--- src/rtl/tile_rule_engine.sv ---
// Trax legal-move evaluator for one cell: tests the six tile orientations against neighbour edge colours.
// Latency 6/CAND_PER_CYCLE cycles from accept to out_valid; result held while out_ready is low, no new request until drained.
module tile_rule_engine #(
  parameter int CAND_PER_CYCLE = 1,
  parameter bit STRICT         = 1'b1
) (
  input  logic       clock,
  input  logic       reset_n,
  input  logic       in_valid,
  output logic       in_ready,
  input  logic [2:0] up_tile,
  input  logic [2:0] down_tile,
  input  logic [2:0] left_tile,
  input  logic [2:0] right_tile,
  output logic       out_valid,
  input  logic       out_ready,
  output logic [5:0] tile_type,
  output logic [2:0] legal_count,
  output logic       forced,
  output logic       illegal,
  output logic       isolated,
  output logic       bad_code
);

  localparam logic [1:0] S_IDLE = 2'd0;
  localparam logic [1:0] S_EVAL = 2'd1;
  localparam logic [1:0] S_DONE = 2'd2;

  generate
    if (!(CAND_PER_CYCLE == 1 || CAND_PER_CYCLE == 2 || CAND_PER_CYCLE == 3 || CAND_PER_CYCLE == 6)) begin : g_bad_cfg
      $error("tile_rule_engine: CAND_PER_CYCLE must be 1, 2, 3 or 6");
    end
  endgenerate

  logic [1:0] state;
  logic [2:0] up_q, down_q, left_q, right_q;
  logic [5:0] acc;
  logic [2:0] k;

  // White edges packed as {D,R,U,L}; empty and reserved codes have none.
  function automatic logic [3:0] white_edges(input logic [2:0] code);
    case (code)
      3'd1:    white_edges = 4'b0011;
      3'd2:    white_edges = 4'b1100;
      3'd3:    white_edges = 4'b0110;
      3'd4:    white_edges = 4'b1001;
      3'd5:    white_edges = 4'b0101;
      3'd6:    white_edges = 4'b1010;
      default: white_edges = 4'b0000;
    endcase
  endfunction

  function automatic logic edge_white(input logic [2:0] code, input logic [1:0] side);
    logic [3:0] w;
    w = white_edges(code);
    return w[side];
  endfunction

  // Colour each of our edges must take, taken from the neighbour's facing edge.
  logic [3:0] need, active;
  assign need   = {edge_white(down_q, 2'd1), edge_white(right_q, 2'd0),
                   edge_white(up_q, 2'd3),   edge_white(left_q, 2'd2)};
  assign active = {down_q != 3'd0, right_q != 3'd0, up_q != 3'd0, left_q != 3'd0};

  logic [5:0] hits;
  always_comb begin
    hits = '0;
    for (int j = 0; j < CAND_PER_CYCLE; j++) begin
      if (((white_edges(3'(int'(k) + j)) ^ need) & active) == 4'b0000)
        hits[3'(int'(k) + j - 1)] = 1'b1;
    end
  end

  logic last_step;
  assign last_step = (int'(k) + CAND_PER_CYCLE) > 6;

  logic any_bad, no_nbr;
  assign any_bad = (up_q == 3'd7) || (down_q == 3'd7) || (left_q == 3'd7) || (right_q == 3'd7);
  assign no_nbr  = (active == 4'b0000);

  logic [5:0] res_mask;
  logic [2:0] res_cnt;
  logic       res_forced, res_illegal;
  always_comb begin
    res_mask    = acc | hits;
    res_cnt     = 3'($countones(acc | hits));
    res_forced  = 1'b0;
    res_illegal = 1'b0;
    if (any_bad) begin
      res_mask = '0;
      res_cnt  = '0;
    end else if (no_nbr) begin
      res_mask = STRICT ? 6'b000000 : 6'b111111;
      res_cnt  = STRICT ? 3'd0 : 3'd6;
    end else begin
      res_forced  = (res_cnt == 3'd1);
      res_illegal = (res_cnt == 3'd0);
    end
  end

  assign in_ready = (state == S_IDLE) && reset_n;

  always_ff @(posedge clock) begin
    if (!reset_n) begin
      state       <= S_IDLE;
      up_q        <= '0;
      down_q      <= '0;
      left_q      <= '0;
      right_q     <= '0;
      acc         <= '0;
      k           <= 3'd1;
      out_valid   <= 1'b0;
      tile_type   <= '0;
      legal_count <= '0;
      forced      <= 1'b0;
      illegal     <= 1'b0;
      isolated    <= 1'b0;
      bad_code    <= 1'b0;
    end else begin
      case (state)
        S_IDLE: begin
          if (in_valid) begin
            up_q    <= up_tile;
            down_q  <= down_tile;
            left_q  <= left_tile;
            right_q <= right_tile;
            acc     <= '0;
            k       <= 3'd1;
            state   <= S_EVAL;
          end
        end
        S_EVAL: begin
          acc <= acc | hits;
          k   <= k + 3'(CAND_PER_CYCLE);
          if (last_step) begin
            state       <= S_DONE;
            out_valid   <= 1'b1;
            tile_type   <= res_mask;
            legal_count <= res_cnt;
            forced      <= res_forced;
            illegal     <= res_illegal;
            isolated    <= no_nbr;
            bad_code    <= any_bad;
          end
        end
        S_DONE: begin
          if (out_ready) begin
            state     <= S_IDLE;
            out_valid <= 1'b0;
          end
        end
        default: state <= S_IDLE;
      endcase
    end
  end

endmodule

--- config.mk ---
export PLATFORM = sky130hd
export DESIGN_NAME = tile_rule_engine
export DESIGN_NICKNAME = d
export VERILOG_FILES = /design/src/rtl/tile_rule_engine.sv
export SDC_FILE = /design/constraint.sdc
export NUM_CORES = 1
export LEC_CHECK = 0
export BUFFER_PORTS_ARGS = -buffer_cell sky130_fd_sc_hd__buf_2
export CAP_MARGIN = 20
export CORE_MARGIN = 5
export CORE_UTILIZATION = 55
export CTS_CLUSTER_DIAMETER = 60
export DETAILED_ROUTE_END_ITERATION = 7
export PLACE_DENSITY = 0.79
export SLEW_MARGIN = 20
export SYNTH_ARGS = -nofsm -noshare
export SYNTH_HDL_FRONTEND = slang
export SYNTH_SLANG_ARGS = --single-unit
--- constraint.sdc ---
create_clock -name clock -period 6.7 [get_ports clock]
set_clock_uncertainty 0.15 [all_clocks]
set_input_delay 0.67 -clock clock [delete_from_list [all_inputs] [get_ports clock]]
set_output_delay 0.67 -clock clock [all_outputs]
set_load 0.02 [all_outputs]
# Word-level counts from Yosys, hierarchy flattened
# Cells that the tools add are included.
op_classes:
  eq_ne: 40
  bitwise_logic: 3
  magnitude_cmp: 3
  n_mux: 27
  reduce_logical: 20
  addsub: 8
ops:
  columns: ["op", "count"]
  rows:
  - ["$eq A3 B3 Y1 const B", 19]
  - ["$pmux W4 S6", 2]
  - ["$eq A3 B2 Y1 const B", 10]
  - ["$mux W6", 4]
  - ["$eq A3 B1 Y1 const B", 6]
  - ["$pmux W3 S6", 1]
  - ["$pmux W2 S6", 1]
  - ["$pmux W6 S2", 1]
  - ["$reduce_bool A3 Y1", 4]
  - ["$mux W3", 3]
  - ["$logic_not A4 Y1", 2]
  - ["$mux W1", 7]
  - ["$add A1 B1 Y2", 3]
  - ["$mux W2", 3]
  - ["$ne A2 B2 Y1 const B", 3]
  - ["$or A6 B6 Y6", 1]
  - ["$pmux W1 S6", 1]
  - ["$pmux W2 S3", 1]
  - ["$pmux W3 S2", 1]
  - ["$reduce_and A2 Y1", 3]
  - ["$reduce_and A3 Y1", 2]
  - ["$lt A3 B5 Y1 const B", 1]
  - ["$add A3 B1 Y4 const B", 1]
  - ["$and A4 B4 Y4", 1]
  - ["16 further kinds", 20]
word_totals:
  regBits: 37
  in_bits: 16
  word_cells: 115

# Logic depth before layout (Yosys ltp)
# Gate-level depths: netlist of run 1.
depth:
  depth_word: 13
  mapped_depth: 16
  ltp_nobuf: 16

# Worst setup path after synthesis of run 1
# OpenSTA, ideal clock, no wires.
synth_path:
  kind: "register to register"
  from: "register k[0]"
  to: "register legal_count[1]"
  required_time_ns: 6.432
  path_stages_with_launch: 17
  synth_period_minus_slack_ns: 4.198
  t_arrival_ns: 3.929
  setup_time_ns: 0.118
  slack_ns: 2.502
  path_buffers: 0
  path_cell_list: "dfxtp_1 inv_1 ha_1 o21a_1 o21ai_0 xnor2_1 mux2i_1 nand3_2 o21bai_1 fa_1 fa_1 ha_1 inv_1 fa_1 inv_1 a22oi_1 nor2b_1"
synth_between:
  elab_chain_cells: 12
  word_cells_on_any_way: 28
  cone_classes: "7 x add/sub; 3 x order compare; 6 x eq/ne; 6 x mux; 3 x bitwise; 3 x reduce/logical"
synth_lines:
  columns: ["element", "line_no", "text"]
  rows:
  - ["start, declared", "38", "logic [2:0] k;"]
  - ["start signal, assigned", "134", "k <= k + 3'(CAND_PER_CYCLE);"]
  - ["$sub A3 B1 Y3, or another cell as far along", "70", "hits[3'(int'(k) + j - 1)] = 1'b1;"]
  - ["$lt A3 B5 Y1 (not written as such), or another cell as far along", "70", null]
  - ["$logic_and A1 B1 Y1 (not written as such) or $xor A4 B4 Y4 (tied branches)", "70, 69", null]
  - ["$mux W1 (not written as such) or $and A4 B4 Y4 (tied branches)", "70, 69", null]
  - ["$demux W1 S3 or $logic_not A4 Y1 (tied branches)", "70, 69", null]
  - ["$mux W6", "69", "if (((white_edges(3'(int'(k) + j)) ^ need) & active) == 4'b0000)"]
  - ["$or A6 B6 Y6", "86", "res_cnt = 3'($countones(acc | hits));"]
  - ["$add A1 B1 Y2 (not written as such)", "86", null]
  - ["$add A2 B2 Y3 (not written as such)", "86", null]
  - ["$add A3 B2 Y3 (not written as such)", "86", null]
  - ["$mux W3", "92", "end else if (no_nbr) begin"]
  - ["$mux W3", "89", "if (any_bad) begin"]
  - ["end signal, assigned", "139", "legal_count <= res_cnt;"]
  - ["end, declared", "18", "output logic [2:0] legal_count,"]
# Several ways; a longest one is shown, not always the timed one.
# A chain may end at the register's enable or synchronous reset.

# Worst setup path in the final report of run 1
# Same ends and word-level chain as after synthesis.

==> implementation parameters, run 1 <==
Parameter                              Value

Worst setup path
  Worst setup EP type    register
  Critical path start-end classification    reg2reg
  Data required time of the worst path    approximately 6.8 ns
  Series of cell instances along the critical path    inv_1 > ha_1 > o21a_1 > o21ai_0 > o221ai_1 > nor3_1 > nand3_2 > o21bai_1 > fa_1 > fa_1 > ha_1 > inv_1 > fa_1 > inv_1 > a22oi_1 > nor2b_1
  Slowest-stage cell, CP    sky130_fd_sc_hd__fa_1
  Number of buffer and inverter instances along the worst setup path    3
  Family with the most delay on the worst path    adder cells
  Maximum fanout count along the critical path    10
  Startpoint types    register
  Largest stage delay on the critical path    around 0.54 ns
  Critical path arrival    4.63 ns

Routing
  Number of optimization iterations in the first detailed-route pass    4
  Routed via count divided by cell count    5.27
  Wirelength per Cell    around 13 um
  Number of nets with antenna violations after detailed routing    0
  DRC viols    0
  Vias post-DR    between 1500 and 2000
  Routed wire length    3620 um
  First DRT Iteration DRCs    75

Placement
  Buffers on Ports    30
  Cells after DPL    279
  Worst slack, placed    around 2.2 ns
  HPWL after DPL    2650 um
  Gpl congestion    about 0.85

STA
  Setup_tns    0 ns
  Highest achievable clock rate    approximately 220 MHz
  Final setup violating endpoints    0
  RSZ-0062 raised after global routing    false
  Final clock period utilization by the worst path    approximately 68%
  Final Worst Setup Slack    2.17 ns
  Headroom to the max-slew limit    61.1%
  Slew of the pin with the lowest slew margin    0.582 ns
  Final-report max-slew violation count    0
  Final period demand of the worst path    4.53 ns
  Count of endpoints failing hold in the final timing report    0

Yosys
  Compound-Gate Fraction of Synth Area    18.9%
  Ranking of synthesized cells by area    sky130_fd_sc_hd__dfxtp_1 (39%), sky130_fd_sc_hd__nand2_1 (7.1%), sky130_fd_sc_hd__a21boi_0 (5.2%)
  Register bit count reported by yosys    37
  Number of enable flip-flop cells after synthesis    0
  Dominant combinational cell family by area after synthesis    simple AND/OR/NAND/NOR gates
  Xor-xnor portion of the synthesized cell area    1.39%
  Sequential-to-total area share from yosys stat    39.1%
  Post-synthesis share of cell area spent on full adders, half adders and majority gates    roughly 7.1%
  Cell with the most instances after synthesis    sky130_fd_sc_hd__dfxtp_1
  Library cell with the largest summed area after synthesis    sky130_fd_sc_hd__dfxtp_1
  Count of synthesis-stage warnings from yosys    0
  Top-area cell type share of the netlist area    39.1%
  Number of nets produced by synthesis    between 200 and 250
  List of most frequent post-synthesis cells    sky130_fd_sc_hd__dfxtp_1 (37), sky130_fd_sc_hd__nand2_1 (36), sky130_fd_sc_hd__a21boi_0 (13)
  Fraction of synthesized area in multiplexers    2.84%
  Fraction of the mapped netlist area in simple logic gates    ~25%
  Summed instance area of the synthesized netlist    0.00189 mm^2
  Most used DFF post-synth    sky130_fd_sc_hd__dfxtp_1
  Cell count after synthesis    214
  Count of distinct cell types in the synthesized netlist    47
  Asr flop ratio synth    0%
  Avg Cell Area, Syn    8.85 um^2

Final layout
  Number of inserted diodes    0
  Proportion of layout cells with a drive suffix above 1    about 20%
  Area of all sequential standard cells    741 um^2
  Multi-input gate area    0.00106 mm^2
  Layout filler cell count    297
  Finished Layout Cells    286
  Area growth from synthesis to final layout    10.7%
  Number of nets in the layout    approximately 270

Global route
  Number of antenna violations at the first check in global routing    0
  Maximum number of pins on one net before global-route repair    36
  Via count of the first global-routing pass    approximately 1300
  First-pass GRT wire length    5710 um
  GRT Overall Usage    16.6%
  Total gr overflow    0

Clock tree
  CTS HTree Levels    2
  Cells resized by post-CTS repair    0
  Number of buffers created by CTS    5
  CTS tree    built
  Clock-pin slew on the worst setup and hold paths    0.11 ns
  Sinks on the clock net    37
  Number of buffers on the longest clock path    2
  Post-CTS Setup Inserts    0
  CTS Root Buffer Type    sky130_fd_sc_hd__clkbuf_4
  Quantity of hold-fixing buffers added after cts    0
  Insertion delay of the later-clocked pin in the worst-skew pair    0.35 ns

Floorplanning
  Initial Util    56.8%
  Die footprint    0.00472 mm^2
  Y dimension of the die    between 60 and 70 um
  Area of the core region    0.00334 mm^2
  Horizontal die dimension    roughly 69 um
  I/O pin total    31
  Cell row count    21

Flow run
  Max_cap viols    0

Run status
  Outcome    finished clean

Power
  Power per standard cell area    roughly 210 mW/mm^2
  Total leakage power    0.891 nW
  Worst ir drop on vdd    0.137 mV

Hold path
  Class of the tightest hold or removal check    reg2reg
==> sequential cells by signal (all words and copies together), names as in the netlist <==
signal	cells
tile_type	6
down_q	3
forced	1
isolated	1
left_q	3
k	3
illegal	1
bad_code	1
out_valid	1
right_q	3
state	2
legal_count	3
up_q	3
acc	6
==> metrics by stage <==
stage | util (%) | hold slack, ns | cell area (um^2) | power [mW]
3_3_place_gp | 61.2 | 0.278 | 2040 | 0.314
3_5_place_dp | 61.2 | 0.289 | 2040 | 0.315
2_1_floorplan | - | 0.296 | 1890 | 0.298
6_report | 62.8 | 0.307 | 2100 | 0.432
5_1_grt | 62.8 | 0.340 | 2100 | 0.456
4_1_cts | 62.8 | 0.311 | 2100 | 0.435
==> worst min-delay path, stage by stage (launching register included) <==
cell and delay, ns:
sky130_fd_sc_hd__dfxtp_1 0.32, sky130_fd_sc_hd__nand2_1 0.06, sky130_fd_sc_hd__o21ai_2 0.04
==> worst paths after layout <==
path	start	end	slack, ns	cells past startpoint
hold reg to reg	forced	forced	0.31	2
hold / removal	forced	forced	0.31	2
setup reg to reg	k[0]	legal_count[1]	2.17	16
setup / recovery	k[0]	legal_count[1]	2.17	16
==> cell type report <==
cell class              instances  area share (%)
inverters                      10            1.79
flip-flops and latches         37            35.3
clock buffers                   7            2.63
multi-input cells             156            50.4
repair buffers                 30            7.16
well taps                      46            2.74
==> power by group <==
| group | switching, mW | internal, mW | total [mW] |
|---|---|---|---|
| sequential | 0.00899 | 0.227 | 0.236 |
| clock | 0.0722 | 0.0496 | 0.122 |
| combinational | 0.0438 | 0.0305 | 0.0743 |
==> cells in the final DEF (no fill, tap or decap), types with 2 or more instances in the layout <==
cell,instances
sky130_fd_sc_hd__inv_1,10
sky130_fd_sc_hd__xnor2_1,2
sky130_fd_sc_hd__a22oi_1,7
sky130_fd_sc_hd__o21a_1,2
sky130_fd_sc_hd__clkbuf_4,5
sky130_fd_sc_hd__o21ai_2,2
sky130_fd_sc_hd__buf_2,30
sky130_fd_sc_hd__mux2i_1,2
sky130_fd_sc_hd__a22o_1,3
sky130_fd_sc_hd__nor2_1,12
sky130_fd_sc_hd__a21boi_0,13
sky130_fd_sc_hd__nor2b_1,7
sky130_fd_sc_hd__nor3_1,2
sky130_fd_sc_hd__o21bai_1,3
sky130_fd_sc_hd__o21ai_0,9
sky130_fd_sc_hd__nor4_1,2
sky130_fd_sc_hd__nand2b_1,4
sky130_fd_sc_hd__ha_1,6
sky130_fd_sc_hd__nand3_1,9
sky130_fd_sc_hd__dfxtp_1,37
sky130_fd_sc_hd__nand2_1,36
sky130_fd_sc_hd__o31ai_1,4
sky130_fd_sc_hd__and3_1,2
sky130_fd_sc_hd__fa_1,3
sky130_fd_sc_hd__nand4_1,2
sky130_fd_sc_hd__nand3_4,2
sky130_fd_sc_hd__mux2_2,3
==> layer usage <==
metal	share of wire (%)	GRT usage (%)	wire (um)	vias to the layer above
met5	0	0	0	-
met2	46	26.7	1680	28
li1	-	-	-	797
met1	47	19.8	1690	675
met4	2.3	9.68	85	0
met3	4.7	4.21	172	7
==> logic make-up (layout without fill, tap and decap cells) <==
group	count (synthesis)	count (layout)
AO/OA/AOI/OAI	49	49
adder cells (fa/ha/maj)	9	9
XOR/XNOR	3	3
multiplexers	5	5
buffers and inverters	21	47
flip-flops	37	37
AND/OR/NAND/NOR	90	90
Note: power is estimated with default switching activity, not from simulation.
==> inputs of run 2 (changes only) <==
clock period = 4.25 ns   (was 6.7 ns; I/O delays follow)
==> implementation parameters, run 2 (same netlist as run 1, synthesis figures left out) <==
Parameter                              Value

Power
  Sequential power share    between 50% and 60%
  Cell Int Power    about 500 uW
  Total leakage power    0.937 nW
  NetSw    202 uW
  Overall power after layout    between 700 and 800 uW
  Net Sw Frac    28.6%
  Worst ir drop on vdd    0.182 mV
  Combinational power share    21.8%
  Power per standard cell area    318 mW/mm^2
  Clk network pwr share    approximately a quarter

Clock tree
  Number of buffers created by CTS    5
  CTS tree    built
  CTS HTree Levels    2
  Number of buffers on the longest clock path    2
  Clock-pin slew on the worst setup and hold paths    0.10 ns
  Insertion delay of the later-clocked pin in the worst-skew pair    0.34 ns
  Sinks on the clock net    37
  CTS Root Buffer Type    sky130_fd_sc_hd__clkbuf_4

STA
  Final-report max-slew violation count    0
  Final Worst Setup Slack    0.206 ns
  Highest achievable clock rate    247 MHz
  Final setup violating endpoints    0
  Slew of the pin with the lowest slew margin    0.571 ns
  Count of endpoints failing hold in the final timing report    0
  Worst hold slack    0.178 ns
  Final period demand of the worst path    ~4 ns
  Headroom to the max-slew limit    61.8%
  Final clock period utilization by the worst path    95.1%
  RSZ-0062 raised after global routing    false

Worst setup path
  Worst setup EP type    register
  Maximum fanout count along the critical path    4
  Critical path arrival    4.13 ns
  Startpoint types    register
  Data required time of the worst path    around 4.3 ns
  Critical path start-end classification    reg2reg

Final layout
  Most common library cell in the layout ignoring fill and taps    sky130_fd_sc_hd__nand2_1
  Multi-input gate area    0.00113 mm^2
  Area of all sequential standard cells    743 um^2
  Number of inserted diodes    0
  Most frequent cells in the layout    sky130_fd_sc_hd__nand2_1 (36), sky130_fd_sc_hd__dfxtp_1 (35), sky130_fd_sc_hd__buf_2 (30)
  Regs by FF count    acc x6, tile_type x6
  Layout filler cell count    between 200 and 300
  Proportion of layout cells with a drive suffix above 1    around 27%
  Area growth from synthesis to final layout    17.2%
  Number of nets in the layout    between 200 and 300

Floorplanning
  Y dimension of the die    68.7 um
  Area of the core region    0.00334 mm^2
  Cell row count    21
  Die footprint    0.00472 mm^2
  I/O pin total    31
  Horizontal die dimension    68.7 um
  Initial Util    56.8%

Placement
  Gpl congestion    0.822
  Buffers on Ports    30
  Worst slack, placed    -0.0735 ns
  HPWL after DPL    between 2000 and 3000 um

Hold path
  Class of the tightest hold or removal check    in2reg

Global route
  First-pass GRT wire length    6050 um
  Maximum number of pins on one net before global-route repair    36
  Number of antenna violations at the first check in global routing    0
  GRT Overall Usage    between 10% and 20%
  Via count of the first global-routing pass    around 1400
  Total gr overflow    0

Routing
  Routed via count divided by cell count    ~5.2
  Number of nets with antenna violations after detailed routing    0
  Vias post-DR    1521
  Number of optimization iterations in the first detailed-route pass    4
  First DRT Iteration DRCs    33
  Wirelength per Cell    12.7 um
  Routed wire length    3710 um
  DRC viols    0

Flow run
  Max_cap viols    0

Run status
  Outcome    finished clean
## run 2: cell types whose count changed in the layout (fill, tap and decap cells not counted), sizes merged
cell	previous run	this run
buf	30	36
## run 2: through the flow
stage	std cells	util [%]	TNS, ns	cell area [um^2]
after floorplan	214	-	0	1890
after global placement	285	62.5	0	2090
after detailed placement	285	62.5	-0.0735	2090
after CTS	292	64.3	0	2150
after global routing	292	66.5	0	2220
final	292	66.5	0	2220
## run 2: repair_timing
item / CTS / global route
pin swaps: 0 / 5
hold endpoints to repair: 0 / 0
setup endpoints to repair: 1 / 4
hold buffers: 0 / 0
buffers inserted: 0 / 0
gates resized for setup: 2 / 16
## run 2: cell type report
type                       instances  share of cell area, %
clock buffer                       7                   2.48
inverter                          10                   1.69
multi-input combinational        156                   51.0
sequential                        37                   33.5
tap                               46                   2.59
timing repair buffer              36                   8.79
## run 2: worst max-delay path: stages, from the launching register on
cell	delay (ns)
sky130_fd_sc_hd__dfxtp_2	0.36
sky130_fd_sc_hd__inv_1	0.07
sky130_fd_sc_hd__buf_4	0.15
sky130_fd_sc_hd__ha_1	0.20
sky130_fd_sc_hd__o211a_1	0.14
sky130_fd_sc_hd__or4_1	0.41
sky130_fd_sc_hd__o221ai_1	0.13
sky130_fd_sc_hd__nor3_4	0.07
sky130_fd_sc_hd__a41o_1	0.24
sky130_fd_sc_hd__fa_1	0.52
sky130_fd_sc_hd__fa_1	0.52
sky130_fd_sc_hd__ha_1	0.13
sky130_fd_sc_hd__inv_1	0.05
sky130_fd_sc_hd__fa_2	0.55
sky130_fd_sc_hd__inv_1	0.05
sky130_fd_sc_hd__a22oi_1	0.15
sky130_fd_sc_hd__nor2b_1	0.06
## run 2: per-layer routing
layer | vias up | wire (um) | GRT usage [%]
li1 | 805 | - | -
met1 | 680 | 1660 | 19.6
met5 | - | 0 | 0
met4 | 0 | 59 | 8.19
met2 | 29 | 1800 | 30.0
met3 | 7 | 198 | 6.65
## run 2: power groups by stage
stage                     Combinational [mW]  Clock (mW)  Sequential, mW
after global placement                 0.130           0           0.377
after global routing                   0.171       0.202           0.373
final                                  0.154       0.181           0.370
after detailed placement               0.134           0           0.377
after CTS                              0.136       0.189           0.369
after floorplan                       0.0943           0           0.375
## run 2: worst paths after layout
| path | slack [ns] | start | endpoint | depth (start not counted) |
|---|---|---|---|---|
| min reg2reg | 0.30 | legal_count[2] | legal_count[2] | 2 |
| max reg2reg | 0.21 | k[0] | legal_count[1] | 16 |
| min | 0.18 | right_tile[2] | right_q[2] | 3 |
| max | 0.21 | k[0] | legal_count[1] | 16 |
==> inputs of run 3 (changes only) <==
BUFFER_PORTS_ARGS = not set   (was -buffer_cell sky130_fd_sc_hd__buf_2)
CTS_BUF_LIST = sky130_fd_sc_hd__clkbuf_16   (was not set)
DONT_BUFFER_PORTS = 1   (was not set)
HOLD_SLACK_MARGIN = 0.12   (was not set)
PLACE_DENSITY = 0.71   (was 0.79)
==> implementation parameters, run 3 (same netlist as run 1, synthesis figures left out) <==
Parameter                              Value

Run status
  Outcome    finished clean

Clock tree
  Sinks on the clock net    37
  CTS tree    built
  CTS HTree Levels    2
  Insertion delay of the later-clocked pin in the worst-skew pair    around 0.28 ns
  Number of buffers on the longest clock path    2
  Number of buffers created by CTS    5
  Clock-pin slew on the worst setup and hold paths    0.06 ns
  CTS Root Buffer Type    sky130_fd_sc_hd__clkbuf_16

Routing
  Wirelength per Cell    15.6 um
  DRC viols    0
  Routed via count divided by cell count    5.69
  First DRT Iteration DRCs    95
  Vias post-DR    1513
  Routed wire length    between 4000 and 5000 um
  Number of optimization iterations in the first detailed-route pass    4
  Number of nets with antenna violations after detailed routing    0

Final layout
  Number of inserted diodes    0
  Area growth from synthesis to final layout    15.9%
  Regs by FF count    acc x6, tile_type x6
  Number of nets in the layout    between 200 and 250
  Final design instance area without fill    0.00219 mm^2
  Layout filler cell count    303
  Most common library cell in the layout ignoring fill and taps    sky130_fd_sc_hd__nand2_1
  Proportion of layout cells with a drive suffix above 1    a little under a fifth
  Most frequent cells in the layout    sky130_fd_sc_hd__nand2_1 (36), sky130_fd_sc_hd__dfxtp_1 (35), sky130_fd_sc_hd__a21boi_0 (13)

Flow run
  Max_cap viols    0

Placement
  Gpl congestion    0.840
  Worst slack, placed    -0.150 ns
  HPWL after DPL    2920 um
  Buffers on Ports    0
  Area post-placement    between 0.0015 and 0.002 mm^2

STA
  Headroom to the max-slew limit    roughly three fifths
  Final setup violating endpoints    0
  Slew of the pin with the lowest slew margin    slightly below 0.6 ns
  Count of endpoints failing hold in the final timing report    0
  Final clock period utilization by the worst path    96.4%
  Highest achievable clock rate    approximately 240 MHz
  Setup_tns    0 ns
  Final period demand of the worst path    4.10 ns
  Final Worst Setup Slack    0.153 ns
  Final-report max-slew violation count    0

Floorplanning
  Initial Util    a little under three fifths
  Die footprint    0.00472 mm^2
  Cell row count    21
  I/O pin total    31
  Y dimension of the die    68.7 um
  Horizontal die dimension    68.7 um
  Area of the core region    ~0.0033 mm^2

Worst setup path
  Family with the most delay on the worst path    adder cells
  Startpoint types    register
  Data required time of the worst path    4.27 ns
  Largest stage delay on the critical path    0.56 ns
  Slowest-stage cell, CP    sky130_fd_sc_hd__fa_2
  FF-to-FF Start    k[0]
  Worst setup path startpoint    k[0]
  Number of buffer and inverter instances along the worst setup path    4
  Series of cell instances along the critical path    inv_1 > buf_4 > ha_1 > o211a_1 > or4_1 > o221ai_1 > nor3_4 > a41o_1 > fa_1 > fa_1 > ha_1 > inv_1 > fa_2 > inv_1 > a22oi_2 > nor2b_1
  Top cell by count, worst path    sky130_fd_sc_hd__inv_1
  Critical path arrival    4.12 ns
  Worst setup EP type    register
  Critical path start-end classification    reg2reg
  Maximum fanout count along the critical path    5

Global route
  Total gr overflow    0
  First-pass GRT wire length    6640 um
  Number of antenna violations at the first check in global routing    0
  Maximum number of pins on one net before global-route repair    36
  Via count of the first global-routing pass    1500
  GRT Overall Usage    19.0%

Power
  Power per standard cell area    425 mW/mm^2
  Worst ir drop on vdd    about 0.24 mV
  Overall power after layout    932 uW
  Total leakage power    about 0.85 nW

Hold path
  Start point of the worst min-delay path    reset_n
  Class of the tightest hold or removal check    in2reg
==> run 3: cell count changes in the layout (fill, tap and decap cells not counted), moves of 2 or more <==
cell and delta:
sky130_fd_sc_hd__buf_2 -30, sky130_fd_sc_hd__buf_4 +2, sky130_fd_sc_hd__clkbuf_16 +5, sky130_fd_sc_hd__clkbuf_4 -5, sky130_fd_sc_hd__dfxtp_2 -2, sky130_fd_sc_hd__dfxtp_4 +2
sky130_fd_sc_hd__o21bai_1 +2, sky130_fd_sc_hd__o21bai_4 -2
==> run 3: area by class of cell <==
class / count / area, um^2 / share of cell area, %
Clock buffer: 5 / 125 / 5.70
Clock inverter: 3 / 41.3 / 1.88
Inverter: 10 / 37.5 / 1.71
Multi-Input combinational cell: 156 / 1110 / 50.8
Sequential cell: 37 / 748 / 34.1
Tap cell: 46 / 57.6 / 2.62
Timing Repair Buffer: 9 / 70.1 / 3.19
==> run 3: worst register-to-register path, stage by stage, from the launching register on <==
cell and delay, ns:
sky130_fd_sc_hd__dfxtp_4 0.37, sky130_fd_sc_hd__inv_1 0.07, sky130_fd_sc_hd__buf_4 0.15, sky130_fd_sc_hd__ha_1 0.19, sky130_fd_sc_hd__o211a_1 0.15, sky130_fd_sc_hd__or4_1 0.40
sky130_fd_sc_hd__o221ai_1 0.14, sky130_fd_sc_hd__nor3_4 0.07, sky130_fd_sc_hd__a41o_1 0.28, sky130_fd_sc_hd__fa_1 0.49, sky130_fd_sc_hd__fa_1 0.51, sky130_fd_sc_hd__ha_1 0.14
sky130_fd_sc_hd__inv_1 0.05, sky130_fd_sc_hd__fa_2 0.56, sky130_fd_sc_hd__inv_1 0.06, sky130_fd_sc_hd__a22oi_2 0.14, sky130_fd_sc_hd__nor2b_1 0.07
==> run 3: repair_timing <==
action                                 CTS  global route
endpoints found under the hold margin    1             0
setup endpoints to repair                3             4
resized for setup                        3            17
pin swaps                                1             4
buffers inserted                         1             3
hold buffers                             1             0
==> run 3: per-layer routing <==
layer / part of all wire [%] / GRT usage [%] / up-vias / wire (um)
met1: 41 / 21.6 / 717 / 1710
li1: - / - / 750 / -
met4: 1.3 / 7.20 / 0 / 52
met3: 5.8 / 6.00 / 6 / 241
met2: 52 / 33.1 / 40 / 2140
met5: 0 / 0 / - / 0
==> run 3: report_power, final <==
| group | switching (mW) | total [mW] | internal (mW) |
|---|---|---|---|
| Sequential | 0.0143 | 0.372 | 0.358 |
| Combinational | 0.0770 | 0.143 | 0.0662 |
| Clock | 0.142 | 0.417 | 0.274 |
| Total | 0.234 | 0.932 | 0.698 |
==> run 3: path summary, 6_finish.rpt <==
check             depth (start not counted)  slack, ns        endpoint
setup / recovery                         16       0.15  legal_count[1]
hold reg to reg                           2       0.33         up_q[2]
hold / removal                            1       0.13            k[1]
setup reg to reg                         16       0.15  legal_count[1]
==> run 3: per-stage QoR <==
step	hold WS, ns	instances	utilization (%)
after floorplan	0.296	214	-
after CTS	0.125	263	63.4
after global routing	0.121	266	65.8
after detailed placement	0.324	253	57.6
final	0.128	266	65.8
after global placement	0.317	253	57.6
